$ cat config.mk
export PLATFORM = sky130hd
export DESIGN_NAME = rp_gpr_sb
export DESIGN_NICKNAME = d
export VERILOG_FILES = /design/src/rtl/rp_pkg.sv /design/src/rtl/rp_gpr_scoreboard.sv /design/src/rtl/rp_gpr_sb.sv
export SDC_FILE = /design/constraint.sdc
export NUM_CORES = 2
export LEC_CHECK = 0
export CORE_UTILIZATION = 55
export CTS_CLUSTER_DIAMETER = 120
export CTS_CLUSTER_SIZE = 24
export DETAILED_ROUTE_END_ITERATION = 16
export PLACE_DENSITY = 0.75
export SKIP_LAST_GASP = 1
export SYNTH_ARGS = -nofsm -noshare
export SYNTH_HDL_FRONTEND = slang
export SYNTH_SLANG_ARGS = --single-unit
$ cat constraint.sdc
create_clock -name clk -period 44.5 [get_ports clk]
set_input_delay 8.9 -clock clk [delete_from_list [all_inputs] [get_ports clk]]
set_output_delay 8.9 -clock clk [all_outputs]
set_load 0.02 [all_outputs]
$ cat src/rtl/rp_pkg.sv
// rtl/rp_pkg.sv - shared types and port-count limits for the GPR file slice
package rp_pkg;

  localparam int AW_DEF = 5;
  localparam int XW_DEF = 32;

  localparam int NR_MIN = 1;
  localparam int NR_MAX = 4;
  localparam int NW_MIN = 1;
  localparam int NW_MAX = 3;

  typedef logic [AW_DEF-1:0] reg_addr_t;
  typedef logic [XW_DEF-1:0] xlen_t;

endpackage

$ cat src/rtl/rp_gpr_scoreboard.sv
// rtl/rp_gpr_scoreboard.sv - pending-write scoreboard: busy vector and read hazard lookup
module rp_gpr_scoreboard
  import rp_pkg::*;
#(
  parameter int AW = 5,
  parameter int NR = 2,
  parameter int NW = 2
) (
  input  logic                   clk,
  input  logic                   rst,
  input  logic                   sb_set,
  input  logic [AW-1:0]          sb_a,
  input  logic [NW-1:0]          e_rd,
  input  logic [NW-1:0][AW-1:0]  a_rd,
  input  logic [NR-1:0]          e_rs,
  input  logic [NR-1:0][AW-1:0]  a_rs,
  input  logic [NR-1:0]          byp_hit,
  output logic [2**AW-1:0]       busy,
  output logic [NR-1:0]          h_rs
);

  localparam int NE = 2**AW;

  // x0 never becomes pending, so only entries 1.. carry state
  logic [NE-1:1] busy_q;
  logic [NE-1:1] busy_d;

  always_comb begin
    logic clr;
    busy_d = busy_q;
    for (int i = 1; i < NE; i++) begin
      clr = 1'b0;
      for (int w = 0; w < NW; w++) begin
        if (e_rd[w] && a_rd[w] == AW'(i)) clr = 1'b1;
      end
      // a new issue to the same register outranks the retiring write
      busy_d[i] = (sb_set && sb_a == AW'(i)) | (busy_q[i] & ~clr);
    end
  end

  always_ff @(posedge clk or posedge rst) begin
    if (rst) busy_q <= '0;
    else     busy_q <= busy_d;
  end

  assign busy = {busy_q, 1'b0};

  always_comb begin
    for (int r = 0; r < NR; r++) begin
      h_rs[r] = e_rs[r] & busy[a_rs[r]] & ~byp_hit[r];
    end
  end

endmodule

$ cat src/rtl/rp_gpr_sb.sv
// rtl/rp_gpr_sb.sv - multi-port integer register file with write bypass and scoreboard
module rp_gpr_sb
  import rp_pkg::*;
#(
  parameter int AW  = 5,
  parameter int XW  = 32,
  parameter int NR  = 2,
  parameter int NW  = 2,
  parameter int BYP = 1
) (
  input  logic                   clk,
  input  logic                   rst,
  input  logic [NR-1:0]          e_rs,
  input  logic [NR-1:0][AW-1:0]  a_rs,
  output logic [NR-1:0][XW-1:0]  d_rs,
  output logic [NR-1:0]          h_rs,
  input  logic [NW-1:0]          e_rd,
  input  logic [NW-1:0][AW-1:0]  a_rd,
  input  logic [NW-1:0][XW-1:0]  d_rd,
  input  logic                   sb_set,
  input  logic [AW-1:0]          sb_a,
  output logic [2**AW-1:0]       busy
);

  localparam int NE = 2**AW;

  if (NR < NR_MIN || NR > NR_MAX) begin : g_bad_nr
    $error("rp_gpr_sb: NR out of range");
  end
  if (NW < NW_MIN || NW > NW_MAX) begin : g_bad_nw
    $error("rp_gpr_sb: NW out of range");
  end

  logic [XW-1:0] regs [1:NE-1];
  logic [NR-1:0] byp_hit;

  // later ports are assigned last, so the highest index wins a collision
  always_ff @(posedge clk or posedge rst) begin
    if (rst) begin
      for (int i = 1; i < NE; i++) regs[i] <= '0;
    end else begin
      for (int w = 0; w < NW; w++) begin
        if (e_rd[w] && a_rd[w] != '0) regs[a_rd[w]] <= d_rd[w];
      end
    end
  end

  // bypass is masked in reset so every read port reports zero
  always_comb begin
    for (int r = 0; r < NR; r++) begin
      d_rs[r]    = '0;
      byp_hit[r] = 1'b0;
      if (a_rs[r] != '0) begin
        d_rs[r] = regs[a_rs[r]];
        if (BYP != 0 && !rst) begin
          for (int w = 0; w < NW; w++) begin
            if (e_rd[w] && a_rd[w] == a_rs[r]) begin
              d_rs[r]    = d_rd[w];
              byp_hit[r] = 1'b1;
            end
          end
        end
      end
    end
  end

  rp_gpr_scoreboard #(
    .AW (AW),
    .NR (NR),
    .NW (NW)
  ) u_sb (
    .clk     (clk),
    .rst     (rst),
    .sb_set  (sb_set),
    .sb_a    (sb_a),
    .e_rd    (e_rd),
    .a_rd    (a_rd),
    .e_rs    (e_rs),
    .a_rs    (a_rs),
    .byp_hit (byp_hit),
    .busy    (busy),
    .h_rs    (h_rs)
  );

endmodule

==> flow_summary.toml <==
[sta]
fin_ws_ns = 20.69
relSlewSlack_pct = -3.751
fmax_mhz = 41.99
worst_slew_pin_slew_ns = 1.544
maxSlewViolCount = 15
finalSetupViolCount = 0
skew_ns = 0
min_period_ns = 23.82
period_share_pct = 53.52
fin_tns_setup_ns = 0
hold_violations = 0
rsz0062_at_grt = "no"
whs_ns = 0.5634

[synth]
synth-compound-area-share_pct = 15.75
syn-cell-area_um2 = 65070
syn-num-nets = 6513
ys.flop_type = "dfrtp_1"
syn_avg_cell_area_um2 = 10.14
synth-xor-area-share_pct = 0.2692
synth-edff-count = 0
synth.top_cell.area_share_pct = 39.34
synth_fa_ha_area_share_pct = 0
synth_area_leaders = "dfrtp_1 39%, mux4_2 15%, mux2i_1 13%, a21oi_1 5.3%, nor2_1 5.0%"
synth_cells = 6417
synth_common_cells = "1,023 x dfrtp_1, 862 x nor2_1, 841 x mux2i_1, 683 x a21oi_1, 526 x nand2_1"
yosysSeqAreaShare_pct = 39.34
synth-seq-cells = 1023
yosysUniqueCellTypes = 67
synth_largest_area_cell = "dfrtp_1"
synth-simple-area-share_pct = 9.587
yosysMostFrequentCell = "dfrtp_1"
postSynth.asyncResetShare_pct = 100.0
synth_top_family_by_area = "multiplexers"
synthMuxAreaShare_pct = 29.20
yosys_warnings = 0

[global_routing]
grt_pass1_vias = 54814
grt_max_degree = 171
grt_pass1_wl_mm = 376.3
antenna_found_initial = 20
grt.overflow.total = 0
grt.total_usage_pct = 42.55

[power]
p_int_mw = 1.842
power_frac_seq_pct = 49.3
power.switching_mw = 0.9926
p_leak_nw = 27.60
cellPowerDensity_nw_per_um2 = 41.48
irDropWorstVdd_v = 0.00003313
pwr-share-comb_pct = 32.3
switching_share_pct = 35.02
total_power_mw = 2.834
p_clk_share_pct = 18.4

[setup_path]
crit_start = "a_rs[6]"
worstPathArrival_ns = 14.92
endpoint_kind = "primary output"
reg2reg_from = "regs[797]"
critPathMaxFanout = 67
worst_ep_required_time_ns = 35.60
start_kind = "primary input"
critPathKind = "primary input to primary output"

[min_path]
hp-class = "register to register"
min-delay-start = "regs[517]"

[routing]
post-route-drc-count = 0
dr.first_iter.drc_count = 9994
route.vias.total = 57542
vias_per_cell = 7.611
wire_per_inst_um = 34.32
routed_wl_mm = 259.4
dr.pass1.iters = 11
ant_nets = 0

[placement]
place_congestion = 1.002
hpwl_mm = 154.5
port_buffers = 192
placedCellCount = 7507
place_area_um2 = 67080
dp_slack_ns = 21.08

[cts]
cts.hold.buffers_added = 0
post_cts_buffers = 0
insertion_delay_ns = 0.69
clkSlewWorstSetupHoldPaths_ns = 0.11
cts_tree = "yes"
cts_resized = 0
clock-root-buffer = "clkbuf_16"
clkSinkCount = 1023
cts_buffers = 48
cts_buffer_depth = 3
htreeDepth = 2

[final_layout]
final_cells = 7560
nFillCells = 9795
stdcell_area_um2 = 68330
multi_input_area_um2 = 36050
syn2layout_area_growth_pct = 5.007
final_util_pct = 58.56
nets = 6129
drive_gt1_share_pct = 14.72
area.sequential_um2 = 25600

[floorplanning]
ios = 194
die_h_um = 346.0
start_util_pct = 55.77
die_w_um = 346.0
design.core.area_um2 = 116700
dieArea_um2 = 119700
core.rowCount = 125

[status]
outcome = "complete, but fails checks"
violations = "capacitance limit, slew limit"

[run]
drv_cap = 2
==> power groups by stage <==
stage | Sequential [mW] | Combinational [mW] | Clock [mW]
2_1_floorplan | 1.34 | 0.655 | 0
3_3_place_gp | 1.38 | 0.857 | 0
3_5_place_dp | 1.40 | 0.885 | 0
4_1_cts | 1.38 | 0.886 | 0.514
5_1_grt | 1.42 | 0.969 | 0.543
6_report | 1.40 | 0.915 | 0.521
==> cell type report <==
cell class              instances  share of cell area [%]
clock inverters                 1                 0.01648
inverters                       8                 0.05494
diodes                          3                 0.01099
flip-flops and latches       1023                   37.47
clock buffers                  49                   1.795
multi-input cells            4555                   52.75
well taps                    1524                   2.791
repair buffers                397                   5.113
==> worst max-delay path, stage by stage <==
cell             delay, ns
buf_8                 0.48
buf_4                 0.81
buf_4                 0.44
xor2_1                0.14
nor4_2                0.38
nand3_2               1.03
nand3b_1              0.73
buf_4                 0.56
o22ai_1               0.46
nor2_1                0.27
clkdlybuf4s50_1       0.65
==> cells by family (layout without fill, tap and decap cells) <==
family,Yosys count,in the layout
other,1,4
AND/OR/NAND/NOR,1545,1545
multiplexers,1345,1345
flip-flops,1023,1023
AO/OA/AOI/OAI,1644,1644
buffers and inverters,839,455
XOR/XNOR,20,20
==> layer usage <==
layer	vias to the layer above	track usage, %	routed length [um]
met1	27807	53.93	87320
li1	22787	-	-
met5	-	0	311
met2	5484	57.50	103300
met3	1430	20.24	46830
met4	34	28.38	21690
==> path summary, 6_finish.rpt <==
path / to / depth (start not counted) / slack, ns
max in group asynchronous: regs[170] / 7 / 31.73
worst min register to register: regs[517] / 2 / 0.56
min in group asynchronous: regs[949] / 3 / 8.88
worst max-delay path: d_rs[32] / 11 / 20.69
worst min-delay path: regs[517] / 2 / 0.56
worst max register to register: regs[797] / 2 / 43.55
==> sequential cells by signal, indices dropped and copies added, names as in the netlist <==
register	count
regs	992
u_sb.busy_q	31
==> placed cells by master (no fill, tap or decap), types with 7 or more instances in the layout <==
master,Yosys,layout
a221o_1,53,53
nor2_2,13,10
a32oi_1,120,120
mux2i_1,841,841
xnor2_1,12,12
mux2_2,68,68
a21oi_1,683,682
clkbuf_16,0,49
o221ai_1,31,31
buf_4,67,202
a22o_1,19,19
nor2b_1,17,13
a211oi_1,12,12
dfrtp_1,1023,1023
mux4_2,436,436
nand2b_1,10,7
a2111oi_2,10,10
o22ai_1,84,84
o21ai_1,19,20
nor4_1,9,8
nand2_1,526,501
nor3_1,32,29
and3_1,14,13
nor2_1,862,852
o31a_1,16,16
o21ai_0,278,276
nand2_2,6,27
a221oi_1,49,49
a32o_1,18,18
nor2_4,6,19
a22oi_1,135,135
a31oi_1,98,98
xor2_1,8,8
clkdlybuf4s50_1,0,183
Power figures use the tool's default switching activity.
